File: config.mk
export PLATFORM = sky130hd
export DESIGN_NAME = upower_mc_controller_flat
export DESIGN_NICKNAME = d
export VERILOG_FILES = /design/src/rtl/upower_ctrl_pkg.sv /design/src/rtl/upower_mc_controller_if.sv /design/src/rtl/upower_ctrl_decoder.sv /design/src/rtl/upower_mc_controller.sv /design/src/flat_wrapper.sv
export SDC_FILE = /design/constraint.sdc
export NUM_CORES = 1
export LEC_CHECK = 0
export CAP_MARGIN = 20
export CORE_AREA = 3 3 93 95
export CTS_CLUSTER_SIZE = 40
export DETAILED_ROUTE_END_ITERATION = 8
export DIE_AREA = 0 0 96 98
export GPL_TIMING_DRIVEN = 0
export PLACE_DENSITY_LB_ADDON = 0.15
export SLEW_MARGIN = 25
export SYNTH_ARGS = -nofsm -noshare
export SYNTH_HDL_FRONTEND = slang
export SYNTH_HIERARCHICAL = 1
export SYNTH_SLANG_ARGS = --single-unit
export TNS_END_PERCENT = 20
File: constraint.sdc
create_clock -name clk -period 3 [get_ports clk]
set_input_delay 0.45 -clock clk [delete_from_list [all_inputs] [get_ports clk]]
set_output_delay 0.45 -clock clk [all_outputs]
set_load 0.02 [all_outputs]
File: src/rtl/upower_ctrl_pkg.sv
// Shared opcode, XO, BO and ALU encodings, FSM states and the registered control bundle
// for the uPOWER multi-cycle controller.
package upower_ctrl_pkg;

  localparam logic [5:0] OP_ADDI = 6'd14;
  localparam logic [5:0] OP_BC   = 6'd16;
  localparam logic [5:0] OP_ORI  = 6'd24;
  localparam logic [5:0] OP_ANDI = 6'd28;
  localparam logic [5:0] OP_XO   = 6'd31;
  localparam logic [5:0] OP_LD   = 6'd58;
  localparam logic [5:0] OP_STD  = 6'd62;

  localparam logic [9:0] XO_AND = 10'd28;
  localparam logic [9:0] XO_ADD = 10'd266;
  localparam logic [9:0] XO_OR  = 10'd444;

  localparam logic [4:0] BO_BEQ = 5'b01100;
  localparam logic [4:0] BO_BNE = 5'b00100;

  localparam logic [3:0] ALU_AND = 4'b0000;
  localparam logic [3:0] ALU_OR  = 4'b0001;
  localparam logic [3:0] ALU_ADD = 4'b0010;
  localparam logic [3:0] ALU_SUB = 4'b0110;

  typedef enum logic [2:0] {FETCH, DECODE, EXEC, MEM, WB, TRAP} state_t;

  typedef struct packed {
    logic       alu_src;
    logic       reg_dst;
    logic       reg1;
    logic       reg2;
    logic       mem_to_reg;
    logic [3:0] alu_op;
  } ctrl_t;

endpackage

File: src/rtl/upower_mc_controller_if.sv
// Controller <-> datapath/memory signal bundle; master = controller, slave = datapath side.
interface upower_mc_controller_if #(
  parameter int CNT_W = 32
);
  logic             instr_valid;
  logic [31:0]      instr;
  logic             mem_ready;
  logic             zero_flag;
  logic [31:0]      ir_out;
  logic             RegWrite;
  logic             MemRead;
  logic             MemWrite;
  logic             MemtoReg;
  logic             ALUSrc;
  logic             RegDst;
  logic             reg1;
  logic             reg2;
  logic [3:0]       ALU_OP;
  logic             pc_en;
  logic             pc_src;
  logic             illegal;
  logic             mem_err;
  logic [CNT_W-1:0] retired_count;

  modport master (
    input  instr_valid, instr, mem_ready, zero_flag,
    output ir_out, RegWrite, MemRead, MemWrite, MemtoReg, ALUSrc, RegDst,
           reg1, reg2, ALU_OP, pc_en, pc_src, illegal, mem_err, retired_count
  );

  modport slave (
    output instr_valid, instr, mem_ready, zero_flag,
    input  ir_out, RegWrite, MemRead, MemWrite, MemtoReg, ALUSrc, RegDst,
           reg1, reg2, ALU_OP, pc_en, pc_src, illegal, mem_err, retired_count
  );
endinterface

File: src/rtl/upower_ctrl_decoder.sv
// Combinational instruction decoder: ir -> control bundle plus class flags and legality.
module upower_ctrl_decoder
  import upower_ctrl_pkg::*;
(
  input  logic [31:0] ir,
  output ctrl_t       ctrl,
  output logic        is_load,
  output logic        is_store,
  output logic        is_branch,
  output logic        branch_ne,
  output logic        legal
);

  // Register-number fields are consumed by the datapath, not by decode.
  logic unused_ir;
  assign unused_ir = ^ir[20:11];

  always_comb begin
    ctrl      = '0;
    is_load   = 1'b0;
    is_store  = 1'b0;
    is_branch = 1'b0;
    branch_ne = 1'b0;
    legal     = 1'b0;
    case (ir[31:26])
      OP_LD: if (ir[1:0] == 2'b00) begin
        legal = 1'b1; is_load = 1'b1;
        ctrl.alu_src = 1'b1; ctrl.reg1 = 1'b1; ctrl.mem_to_reg = 1'b1; ctrl.alu_op = ALU_ADD;
      end
      OP_STD: if (ir[1:0] == 2'b00) begin
        legal = 1'b1; is_store = 1'b1;
        ctrl.alu_src = 1'b1; ctrl.reg1 = 1'b1; ctrl.alu_op = ALU_ADD;
      end
      OP_ADDI: begin
        legal = 1'b1; ctrl.alu_src = 1'b1; ctrl.reg1 = 1'b1; ctrl.alu_op = ALU_ADD;
      end
      OP_ANDI: begin
        legal = 1'b1; ctrl.alu_src = 1'b1; ctrl.reg_dst = 1'b1; ctrl.alu_op = ALU_AND;
      end
      OP_ORI: begin
        legal = 1'b1; ctrl.alu_src = 1'b1; ctrl.reg_dst = 1'b1; ctrl.alu_op = ALU_OR;
      end
      OP_XO: begin
        ctrl.reg2 = 1'b1;
        case (ir[10:1])
          XO_ADD: begin legal = 1'b1; ctrl.reg1 = 1'b1; ctrl.alu_op = ALU_ADD; end
          XO_AND: begin legal = 1'b1; ctrl.reg_dst = 1'b1; ctrl.alu_op = ALU_AND; end
          XO_OR:  begin legal = 1'b1; ctrl.reg_dst = 1'b1; ctrl.alu_op = ALU_OR; end
          default: ;
        endcase
      end
      OP_BC: begin
        is_branch = 1'b1;
        ctrl.reg1 = 1'b1; ctrl.reg2 = 1'b1; ctrl.alu_op = ALU_SUB;
        if (ir[25:21] == BO_BEQ) begin
          legal = 1'b1;
        end else if (ir[25:21] == BO_BNE) begin
          legal = 1'b1; branch_ne = 1'b1;
        end
      end
      default: ;
    endcase
  end

endmodule

File: src/rtl/upower_mc_controller.sv
// uPOWER multi-cycle sequencer FETCH/DECODE/EXEC/MEM/WB with memory wait/timeout and sticky traps.
// Retired-instruction counter is built only when UPOWER_PERF_CNT_EN is defined.
module upower_mc_controller
  import upower_ctrl_pkg::*;
#(
  parameter int MEM_TIMEOUT = 16,
  parameter int CNT_W       = 32
) (
  input  logic                  clk,
  input  logic                  rst,
  upower_mc_controller_if.master bus
);

  localparam logic [7:0] TO_LAST = 8'(MEM_TIMEOUT - 1);

  state_t      state_q, state_d;
  logic [31:0] ir_q;
  ctrl_t       ctrl_q, dec_ctrl;
  logic        ld_q, st_q, br_q, bne_q;
  logic        dec_ld, dec_st, dec_br, dec_bne, dec_legal;
  logic        illegal_q, mem_err_q;
  logic [7:0]  to_q;

  logic reg_write, mem_read, mem_write, pc_en, pc_src;
  logic capture, dec_load, set_ill, set_merr, to_clr, to_inc;

  upower_ctrl_decoder u_dec (
    .ir        (ir_q),
    .ctrl      (dec_ctrl),
    .is_load   (dec_ld),
    .is_store  (dec_st),
    .is_branch (dec_br),
    .branch_ne (dec_bne),
    .legal     (dec_legal)
  );

  always_ff @(posedge clk or negedge rst) begin
    if (!rst) state_q <= FETCH;
    else      state_q <= state_d;
  end

  always_comb begin
    state_d   = state_q;
    reg_write = 1'b0;
    mem_read  = 1'b0;
    mem_write = 1'b0;
    pc_en     = 1'b0;
    pc_src    = 1'b0;
    capture   = 1'b0;
    dec_load  = 1'b0;
    set_ill   = 1'b0;
    set_merr  = 1'b0;
    to_clr    = 1'b0;
    to_inc    = 1'b0;
    case (state_q)
      FETCH: if (bus.instr_valid) begin
        capture = 1'b1;
        state_d = DECODE;
      end
      DECODE: if (dec_legal) begin
        dec_load = 1'b1;
        state_d  = EXEC;
      end else begin
        set_ill = 1'b1;
        state_d = TRAP;
      end
      EXEC: if (br_q) begin
        pc_en   = 1'b1;
        pc_src  = bus.zero_flag ^ bne_q;
        state_d = FETCH;
      end else if (ld_q || st_q) begin
        to_clr  = 1'b1;
        state_d = MEM;
      end else begin
        state_d = WB;
      end
      MEM: begin
        mem_read  = ld_q;
        mem_write = st_q;
        // Ready in the limit cycle still completes the access.
        if (bus.mem_ready) begin
          if (ld_q) begin
            state_d = WB;
          end else begin
            pc_en   = 1'b1;
            state_d = FETCH;
          end
        end else if (to_q == TO_LAST) begin
          set_merr = 1'b1;
          state_d  = TRAP;
        end else begin
          to_inc = 1'b1;
        end
      end
      WB: begin
        reg_write = 1'b1;
        pc_en     = 1'b1;
        state_d   = FETCH;
      end
      TRAP: ;
      default: state_d = FETCH;
    endcase
  end

  always_ff @(posedge clk or negedge rst) begin
    if (!rst) begin
      ir_q      <= '0;
      ctrl_q    <= '0;
      ld_q      <= 1'b0;
      st_q      <= 1'b0;
      br_q      <= 1'b0;
      bne_q     <= 1'b0;
      illegal_q <= 1'b0;
      mem_err_q <= 1'b0;
      to_q      <= '0;
    end else begin
      if (capture) ir_q <= bus.instr;
      if (dec_load) begin
        ctrl_q <= dec_ctrl;
        ld_q   <= dec_ld;
        st_q   <= dec_st;
        br_q   <= dec_br;
        bne_q  <= dec_bne;
      end
      if (set_ill)  illegal_q <= 1'b1;
      if (set_merr) mem_err_q <= 1'b1;
      if (to_clr)      to_q <= '0;
      else if (to_inc) to_q <= to_q + 8'd1;
    end
  end

`ifdef UPOWER_PERF_CNT_EN
  logic [CNT_W-1:0] perf_q;
  always_ff @(posedge clk or negedge rst) begin
    if (!rst)       perf_q <= '0;
    else if (pc_en) perf_q <= perf_q + 1'b1;
  end
  assign bus.retired_count = perf_q;
`else
  assign bus.retired_count = {CNT_W{1'b0}};
`endif

  assign bus.ir_out   = ir_q;
  assign bus.RegWrite = reg_write;
  assign bus.MemRead  = mem_read;
  assign bus.MemWrite = mem_write;
  assign bus.pc_en    = pc_en;
  assign bus.pc_src   = pc_src;
  assign bus.MemtoReg = ctrl_q.mem_to_reg;
  assign bus.ALUSrc   = ctrl_q.alu_src;
  assign bus.RegDst   = ctrl_q.reg_dst;
  assign bus.reg1     = ctrl_q.reg1;
  assign bus.reg2     = ctrl_q.reg2;
  assign bus.ALU_OP   = ctrl_q.alu_op;
  assign bus.illegal  = illegal_q;
  assign bus.mem_err  = mem_err_q;

endmodule

File: src/flat_wrapper.sv
// flat-port wrapper written by rule: the top's interface ports become plain ports
module upower_mc_controller_flat import upower_ctrl_pkg::*;
#(
  parameter int MEM_TIMEOUT = 16,
  parameter int CNT_W       = 32
)
  (clk, rst, bus_instr_valid, bus_instr, bus_mem_ready, bus_zero_flag, bus_ir_out, bus_RegWrite, bus_MemRead, bus_MemWrite, bus_MemtoReg, bus_ALUSrc, bus_RegDst, bus_reg1, bus_reg2, bus_ALU_OP, bus_pc_en, bus_pc_src, bus_illegal, bus_mem_err, bus_retired_count);
  upower_mc_controller_if #(.CNT_W(CNT_W)) bus_i ();
  input  logic clk;
  input  logic rst;
  input wire logic [$bits(bus_i.instr_valid)-1:0] bus_instr_valid;
  input wire logic [$bits(bus_i.instr)-1:0] bus_instr;
  input wire logic [$bits(bus_i.mem_ready)-1:0] bus_mem_ready;
  input wire logic [$bits(bus_i.zero_flag)-1:0] bus_zero_flag;
  output wire logic [$bits(bus_i.ir_out)-1:0] bus_ir_out;
  output wire logic [$bits(bus_i.RegWrite)-1:0] bus_RegWrite;
  output wire logic [$bits(bus_i.MemRead)-1:0] bus_MemRead;
  output wire logic [$bits(bus_i.MemWrite)-1:0] bus_MemWrite;
  output wire logic [$bits(bus_i.MemtoReg)-1:0] bus_MemtoReg;
  output wire logic [$bits(bus_i.ALUSrc)-1:0] bus_ALUSrc;
  output wire logic [$bits(bus_i.RegDst)-1:0] bus_RegDst;
  output wire logic [$bits(bus_i.reg1)-1:0] bus_reg1;
  output wire logic [$bits(bus_i.reg2)-1:0] bus_reg2;
  output wire logic [$bits(bus_i.ALU_OP)-1:0] bus_ALU_OP;
  output wire logic [$bits(bus_i.pc_en)-1:0] bus_pc_en;
  output wire logic [$bits(bus_i.pc_src)-1:0] bus_pc_src;
  output wire logic [$bits(bus_i.illegal)-1:0] bus_illegal;
  output wire logic [$bits(bus_i.mem_err)-1:0] bus_mem_err;
  output wire logic [$bits(bus_i.retired_count)-1:0] bus_retired_count;
  assign bus_i.instr_valid = bus_instr_valid;
  assign bus_i.instr = bus_instr;
  assign bus_i.mem_ready = bus_mem_ready;
  assign bus_i.zero_flag = bus_zero_flag;
  assign bus_ir_out = bus_i.ir_out;
  assign bus_RegWrite = bus_i.RegWrite;
  assign bus_MemRead = bus_i.MemRead;
  assign bus_MemWrite = bus_i.MemWrite;
  assign bus_MemtoReg = bus_i.MemtoReg;
  assign bus_ALUSrc = bus_i.ALUSrc;
  assign bus_RegDst = bus_i.RegDst;
  assign bus_reg1 = bus_i.reg1;
  assign bus_reg2 = bus_i.reg2;
  assign bus_ALU_OP = bus_i.ALU_OP;
  assign bus_pc_en = bus_i.pc_en;
  assign bus_pc_src = bus_i.pc_src;
  assign bus_illegal = bus_i.illegal;
  assign bus_mem_err = bus_i.mem_err;
  assign bus_retired_count = bus_i.retired_count;
  upower_mc_controller #(.MEM_TIMEOUT(MEM_TIMEOUT), .CNT_W(CNT_W)) u_core (.clk(clk), .rst(rst), .bus(bus_i));
endmodule
==> results.sh, run 1 <==
export IMPL_synth_edff_count=0
export IMPL_drt_wl_total_mm=6.83
export IMPL_globalRouteMet3Util_pct=3.62
export IMPL_ctsRootBufferMaster="clkbuf_8"
export IMPL_fin_skew_ns=0.00594
export IMPL_worst_slew_pin_transition_ns=0.625
export IMPL_rsz0062_at_grt="false"
export IMPL_setup_viol=0
export IMPL_globalRouteMet2Util_pct=24.0
export IMPL_cp_startpoint="u_core/bus.ir_out[1]"
export IMPL_grt_use_met1_pct=20.0
export IMPL_relSlewSlack_pct=58.0
export IMPL_synth_yosys_warnings=6
export IMPL_holdCritPathClass="flop to flop"
export IMPL_std_cell_rows=32
export IMPL_fraction_of_final_layout_cells_with_drive_strength_greater_than_1_pct=29.3
export IMPL_worstSetupStartpointType="flop"
export IMPL_grt_overflow=0
export IMPL_drt_initial_drc_count=125
export IMPL_cts_htree_levels=3
export IMPL_post_synth_inst_count=259
export IMPL_synthTopCellsByArea="dfrtp_1 (48%), mux2_2 (15%), buf_4 (9.4%)"
export IMPL_leakage_power_figure_nw=1.96
export IMPL_post_cts_setup_buffers=0
export IMPL_detail_route_vias_per_cell=4.65
export IMPL_initial_utilization_pct=38.8
export IMPL_most_used_layer_global_route="met2"
export IMPL_count_of_endpoints_failing_hold_in_the_final_timing_report=0
export IMPL_clock_tree_from_tritoncts="built"
export IMPL_achievable_frequency_ghz=0.379
export IMPL_mappedNetlistArea_mm2=0.00303
export IMPL_min_period_over_period_pct=88.1
export IMPL_cts_hold_buf=1
export IMPL_grt_start_max_net_pins=43
export IMPL_horizontal_extent_of_the_die_um=96
export IMPL_critical_path_class="flop to flop"
export IMPL_gpl_final_weighted_congestion=0.770
export IMPL_areaGrowthSynthToFinish_pct=43.7
export IMPL_postCtsResizedCells=0
export IMPL_fin_area_mm2=0.00435
export IMPL_fin_util_pct=55.7
export IMPL_holdCritStartpoint="u_core/bus.illegal"
export IMPL_max_rail_drop_vdd_v=0.000479
export IMPL_worst_setup_path_end_kind="flop"
export IMPL_grt_pass1_wl_mm=11.2
export IMPL_io_pins=117
export IMPL_status="finished, final reports clean"
export IMPL_buffer_ports_inserted=84
export IMPL_antennaDiodeCount=0
export IMPL_crit_reg2reg_launch="u_core/bus.ir_out[1]"
export IMPL_synth_largest_type_area_fraction_pct=47.9
export IMPL_number_of_global_route_vias_before_repair=2257
export IMPL_postSynth_topFlopCell="dfrtp_1"
export IMPL_power_per_cell_area_mw_per_mm2=808
export IMPL_worstPathRequired_ns=3.21
export IMPL_ff_latch_area_mm2=0.00145
export IMPL_timing_final_crit_period_ns=2.64
export IMPL_placement_cell_area_mm2=0.00414
export IMPL_drv_max_cap_violation_count=0
export IMPL_detail_route_drc_violations=0
export IMPL_synth_seq_cells=58
export IMPL_synth_area_per_cell_um2=11.7
export IMPL_layout_filler_cells=688
export IMPL_tritoncts_num_buffers=9
export IMPL_clkSlewWorstSetupHoldPaths_ns=0.07
export IMPL_die_area_mm2=0.00941
export IMPL_ys_types=55
export IMPL_layout_cells_most_common="clkdlybuf4s50_1"
export IMPL_core_region_area_mm2=0.00781
export IMPL_synth_async_reset_ratio_pct=100
export IMPL_clkSinkCount=58
export IMPL_clkLatencyLatePin_ns=0.33
export IMPL_layout_common_cells="clkdlybuf4s50_1 (83), dfrtp_1 (58), buf_4 (39), mux2_2 (39), conb_1 (33)"
export IMPL_sum_of_net_half_perimeters_after_detailed_placement_mm=5.20
export IMPL_clock_path_buffers=2
export IMPL_wl_per_cell_um=13.8
export IMPL_synth_top_area_cell="dfrtp_1"
export IMPL_antenna_found_initial=0
export IMPL_synth_seq_area_share_pct=47.9
export IMPL_num_vias=2295
export IMPL_multiInputGateArea_mm2=0.00135
export IMPL_die_y_um=98
export IMPL_path_max_fanout=10
export IMPL_drt_pass1_iterations=4
export IMPL_drv_slew=0
export IMPL_drt_antenna_violating_nets=0
export IMPL_worstPathArrival_ns=2.85
export IMPL_gr_usage_all_layers_pct=15.4
export IMPL_layout_net_count=425
## critical path: stages (launching register included)
cell and delay (ns):
dfrtp_1 0.41, nor4b_1 0.55, nand3_1 0.13, or2_2 0.32, nand4b_1 0.15, nand2b_1 0.11
nor2_2 0.25, buf_4 0.24, mux2_2 0.35
## cells in the mapped netlist, types with 3 or more instances
master / number
nor4_1: 4
nand3b_1: 3
inv_1: 8
mux2i_1: 4
o21ai_0: 7
mux2_2: 39
nor3_1: 6
a21oi_1: 6
buf_4: 38
and2_1: 4
nand2b_1: 6
mux2_1: 6
dfrtp_1: 58
nor2_1: 5
buf_2: 5
nand3_1: 6
nand2_1: 6
## path summary, 6_finish.rpt
check / end / cells past startpoint / slack [ns]
max: u_core/st_q / 8 / 0.36
min: u_core/bus.illegal / 2 / 0.46
max reg2reg: u_core/st_q / 8 / 0.36
min reg2reg: u_core/bus.illegal / 2 / 0.46
max in group asynchronous: u_core/bus.ALUSrc / 3 / 1.99
min in group asynchronous: u_core/bus.ir_out[7] / 2 / 0.53
## registers in the layout, summed over array words and instances, names as in the netlist, 3 cells and up
name	cells
u_core/state_q	3
u_core/bus.ir_out	32
u_core/to_q	8
u_core/bus.ALU_OP	4
## area by class of cell
type                    instances  share of cell area (%)
clock inverters                 5                    1.21
clock buffers                  11                    3.48
multi-input cells             179                    30.9
flip-flops and latches         58                    33.4
inverters                       8                   0.690
repair buffers                 86                    20.1
plain buffers                  45                    7.30
well taps                     102                    2.93
## per-layer routing
| metal | wire length (µm) | vias up | part of all wire (%) |
|---|---|---|---|
| met3 | 525 | 11 | 7.7 |
| met5 | 0 | - | 0 |
| li1 | - | 1115 | - |
| met2 | 3270 | 86 | 48 |
| met1 | 2890 | 1083 | 42 |
| met4 | 144 | 0 | 2.1 |
## cells by family after synthesis
logic type               synth area share, %
multiplexers                            18.1
adder cells (fa/ha/maj)                0.413
AND/OR/NAND/NOR                         15.1
buffers and inverters                   11.5
XOR/XNOR                               0.289
AO/OA/AOI/OAI                           6.45
flip-flops                              47.9
other                                  0.248
## metrics by stage
| step | worst slack (ns) | instances | setup TNS [ns] | total power [mW] | hold WS (ns) |
|---|---|---|---|---|---|
| after floorplan | 0.583 | 290 | 0 | 2.09 | 0.154 |
| after global routing | 0.0742 | 494 | 0 | 3.73 | 0.502 |
| after detailed placement | 0.368 | 477 | 0 | 2.80 | 0.333 |
| after CTS | 0.348 | 494 | 0 | 3.56 | 0.471 |
| after global placement | -0.473 | 476 | -27.30 | 2.77 | 0.445 |
| final | 0.358 | 494 | 0 | 3.51 | 0.465 |
## power breakdown
group / internal (mW) / switching (mW)
Clock: 0.424 / 0.311
Sequential: 1.04 / 0.233
Combinational: 0.786 / 0.718
Power figures use the tool's default switching activity.
==> run 2, diff against run 1 <==
--- a/config.mk
+++ b/config.mk
@@ -6,10 +6,11 @@
 export NUM_CORES = 1
 export LEC_CHECK = 0
 export CAP_MARGIN = 20
-export CORE_AREA = 3 3 93 95
+export CORE_AREA = 3 3 129 69
+export CTS_CLUSTER_DIAMETER = 30
 export CTS_CLUSTER_SIZE = 40
 export DETAILED_ROUTE_END_ITERATION = 8
-export DIE_AREA = 0 0 96 98
+export DIE_AREA = 0 0 132 72
 export GPL_TIMING_DRIVEN = 0
 export PLACE_DENSITY_LB_ADDON = 0.15
 export SLEW_MARGIN = 25
==> run 2 against run 1 <==
  * Flip-flop and latch count unchanged
  * Critical endpoint is now u_core/br_q
  * Design area grew 4.1%
  * Wire length grew 3.3%
  * First-iteration DRC count fell by 14%
==> results.sh, run 2 (synthesized netlist as in run 1, its figures left out) <==
export IMPL_gpl_final_weighted_congestion=0.717
export IMPL_sum_of_net_half_perimeters_after_detailed_placement_mm=5.31
export IMPL_fraction_of_final_layout_cells_with_drive_strength_greater_than_1_pct=29.1
export IMPL_critical_path_class="flop to flop"
export IMPL_path_buf_inv=1
export IMPL_ctsRootBufferMaster="clkbuf_16"
export IMPL_holdCritPathClass="flop to flop"
export IMPL_horizontal_extent_of_the_die_um=132
export IMPL_power_frac_clock_pct=31.1
export IMPL_layout_filler_cells=664
export IMPL_worstPathArrival_ns=2.95
export IMPL_placement_cell_area_mm2=0.00415
export IMPL_worst_setup_path_end_kind="flop"
export IMPL_areaGrowthSynthToFinish_pct=49.5
export IMPL_drv_slew=0
export IMPL_wl_per_cell_um=14.0
export IMPL_critical_path_depth=8
export IMPL_die_area_mm2=0.00950
export IMPL_power_per_cell_area_mw_per_mm2=895
export IMPL_fin_area_mm2=0.00453
export IMPL_drv_max_cap_violation_count=0
export IMPL_detail_route_vias_per_cell=4.60
export IMPL_postCtsResizedCells=0
export IMPL_crit_path_max_incr_delay_ns=0.51
export IMPL_fin_skew_ns=0.00798
export IMPL_crit_path_cell_trace="nor4b_1 > nand3_1 > or2_2 > nand4b_1 > nand2b_1 > nor2_2 > buf_4 > mux2_2"
export IMPL_drt_initial_drc_count=108
export IMPL_cts_htree_levels=3
export IMPL_count_of_endpoints_failing_hold_in_the_final_timing_report=0
export IMPL_layout_net_count=425
export IMPL_clkLatencyLatePin_ns=0.33
export IMPL_placedCellCount=487
export IMPL_switching_share_pct=32.2
export IMPL_holdPathStages=1
export IMPL_grt_start_max_net_pins=52
export IMPL_buffer_ports_inserted=84
export IMPL_min_period_over_period_pct=91.3
export IMPL_relSlewSlack_pct=62.1
export IMPL_r2r_worst_path_cells=8
export IMPL_clkSinkCount=58
export IMPL_drt_wl_total_mm=7.06
export IMPL_post_cts_setup_buffers=0
export IMPL_grt_overflow=0
export IMPL_rsz0062_at_grt="false"
export IMPL_drt_pass1_iterations=4
export IMPL_power_frac_comb_pct=37.3
export IMPL_finalNonFillerCells=504
export IMPL_antennaDiodeCount=0
export IMPL_power_net_switching_mw=1.31
export IMPL_die_y_um=72
export IMPL_clkSlewWorstSetupHoldPaths_ns=0.05
export IMPL_number_of_global_route_vias_before_repair=2409
export IMPL_status="finished, final reports clean"
export IMPL_drt_antenna_violating_nets=0
export IMPL_pwr_share_seq_pct=31.6
export IMPL_num_vias=2316
export IMPL_core_region_area_mm2=0.00786
export IMPL_detail_route_drc_violations=0
export IMPL_flip_flop_count_of_the_largest_register_after_layout=32
export IMPL_clock_tree_from_tritoncts="built"
export IMPL_setup_viol=0
export IMPL_clock_path_buffers=2
export IMPL_tritoncts_num_buffers=9
export IMPL_layout_common_cells="clkdlybuf4s50_1 (83), dfrtp_1 (58), buf_4 (39), mux2_2 (39), conb_1 (33)"
export IMPL_initial_utilization_pct=38.5
export IMPL_max_rail_drop_vdd_v=0.000500
export IMPL_path_max_fanout=10
export IMPL_achievable_frequency_ghz=0.365
export IMPL_timing_final_crit_period_ns=2.74
export IMPL_leakage_power_figure_nw=2.04
export IMPL_gr_usage_all_layers_pct=15.8
export IMPL_slowest_stage="nor4b_1"
export IMPL_antenna_found_initial=0
export IMPL_std_cell_rows=23
export IMPL_cp_top_family="simple AND/OR/NAND/NOR gates"
export IMPL_grt_pass1_wl_mm=11.9
export IMPL_worst_slew_pin_transition_ns=0.567
export IMPL_worstPathRequired_ns=3.20
export IMPL_layout_cells_most_common="clkdlybuf4s50_1"
export IMPL_worstSetupStartpointType="flop"
export IMPL_internal_power_mw=2.75
export IMPL_io_pins=117
[run 2: cell type report]
| type | instances | area [µm²] | share of cell area [%] |
|---|---|---|---|
| multi-input cells | 179 | 1350 | 29.7 |
| clock inverters | 5 | 125 | 2.76 |
| well taps | 112 | 140 | 3.09 |
| clock buffers | 11 | 243 | 5.36 |
| plain buffers | 45 | 318 | 7.02 |
| inverters | 8 | 30.0 | 0.663 |
| flip-flops and latches | 58 | 1450 | 32.1 |
| repair buffers | 86 | 876 | 19.3 |
[run 2: worst reg2reg max path: cells and delay by family (launching register included)]
| kind | cells | cell delay, ns |
|---|---|---|
| flip-flops | 1 | 0.41 |
| buffers and inverters | 1 | 0.25 |
| multiplexers | 1 | 0.36 |
| AND/OR/NAND/NOR | 6 | 1.59 |
[run 2: repair_timing]
| item | in CTS | in global routing |
|---|---|---|
| hold buffers | 1 | 0 |
| setup endpoints to repair | 0 | 0 |
| hold endpoints to repair | 7 | 0 |
[run 2: per-layer routing]
layer / global-route usage (%) / wire length (µm) / up-vias
met2: 25.7 / 3380 / 87
met5: 0 / 0 / -
met4: 6.29 / 106 / 0
li1: - / - / 1123
met1: 18.1 / 2890 / 1096
met3: 8.03 / 679 / 10
[run 2: power by group through the flow]
stage	registers (mW)	clock network, mW	logic, mW
floorplan	1.53	0	0.564
global placement	1.28	0	1.48
detailed placement	1.29	0	1.51
CTS	1.28	1.29	1.52
global route	1.33	1.33	1.61
finish	1.28	1.26	1.51
[run 2: worst paths after layout]
| check | from | endpoint | slack, ns |
|---|---|---|---|
| max in group asynchronous | rst | u_core/bus.ir_out[6] | 2.04 |
| hold reg to reg | u_core/bus.mem_err | u_core/bus.mem_err | 0.46 |
| hold / removal | u_core/bus.mem_err | u_core/bus.mem_err | 0.46 |
| min in group asynchronous | rst | u_core/to_q[4] | 0.49 |
| setup / recovery | u_core/bus.ir_out[1] | u_core/br_q | 0.26 |
| setup reg to reg | u_core/bus.ir_out[1] | u_core/br_q | 0.26 |
[run 2: through the flow]
step | TNS (ns) | setup WS, ns | util (%) | total power, mW | hold slack [ns]
after floorplan | 0 | 0.583 | - | 2.09 | 0.154
after global placement | -18.33 | -0.319 | 52.5 | 2.76 | 0.445
after detailed placement | 0 | 0.312 | 52.8 | 2.81 | 0.288
after CTS | 0 | 0.284 | 57.6 | 4.10 | 0.463
after global routing | 0 | 0.0974 | 57.6 | 4.27 | 0.484
final | 0 | 0.260 | 57.6 | 4.05 | 0.460
==> run 3, diff against run 2 <==
--- a/config.mk
+++ b/config.mk
@@ -5,7 +5,6 @@
 export SDC_FILE = /design/constraint.sdc
 export NUM_CORES = 1
 export LEC_CHECK = 0
-export CAP_MARGIN = 20
 export CORE_AREA = 3 3 129 69
 export CTS_CLUSTER_DIAMETER = 30
 export CTS_CLUSTER_SIZE = 40
==> results of run 3 <==
Final layout, timing and power as in run 2 (identical DEF).
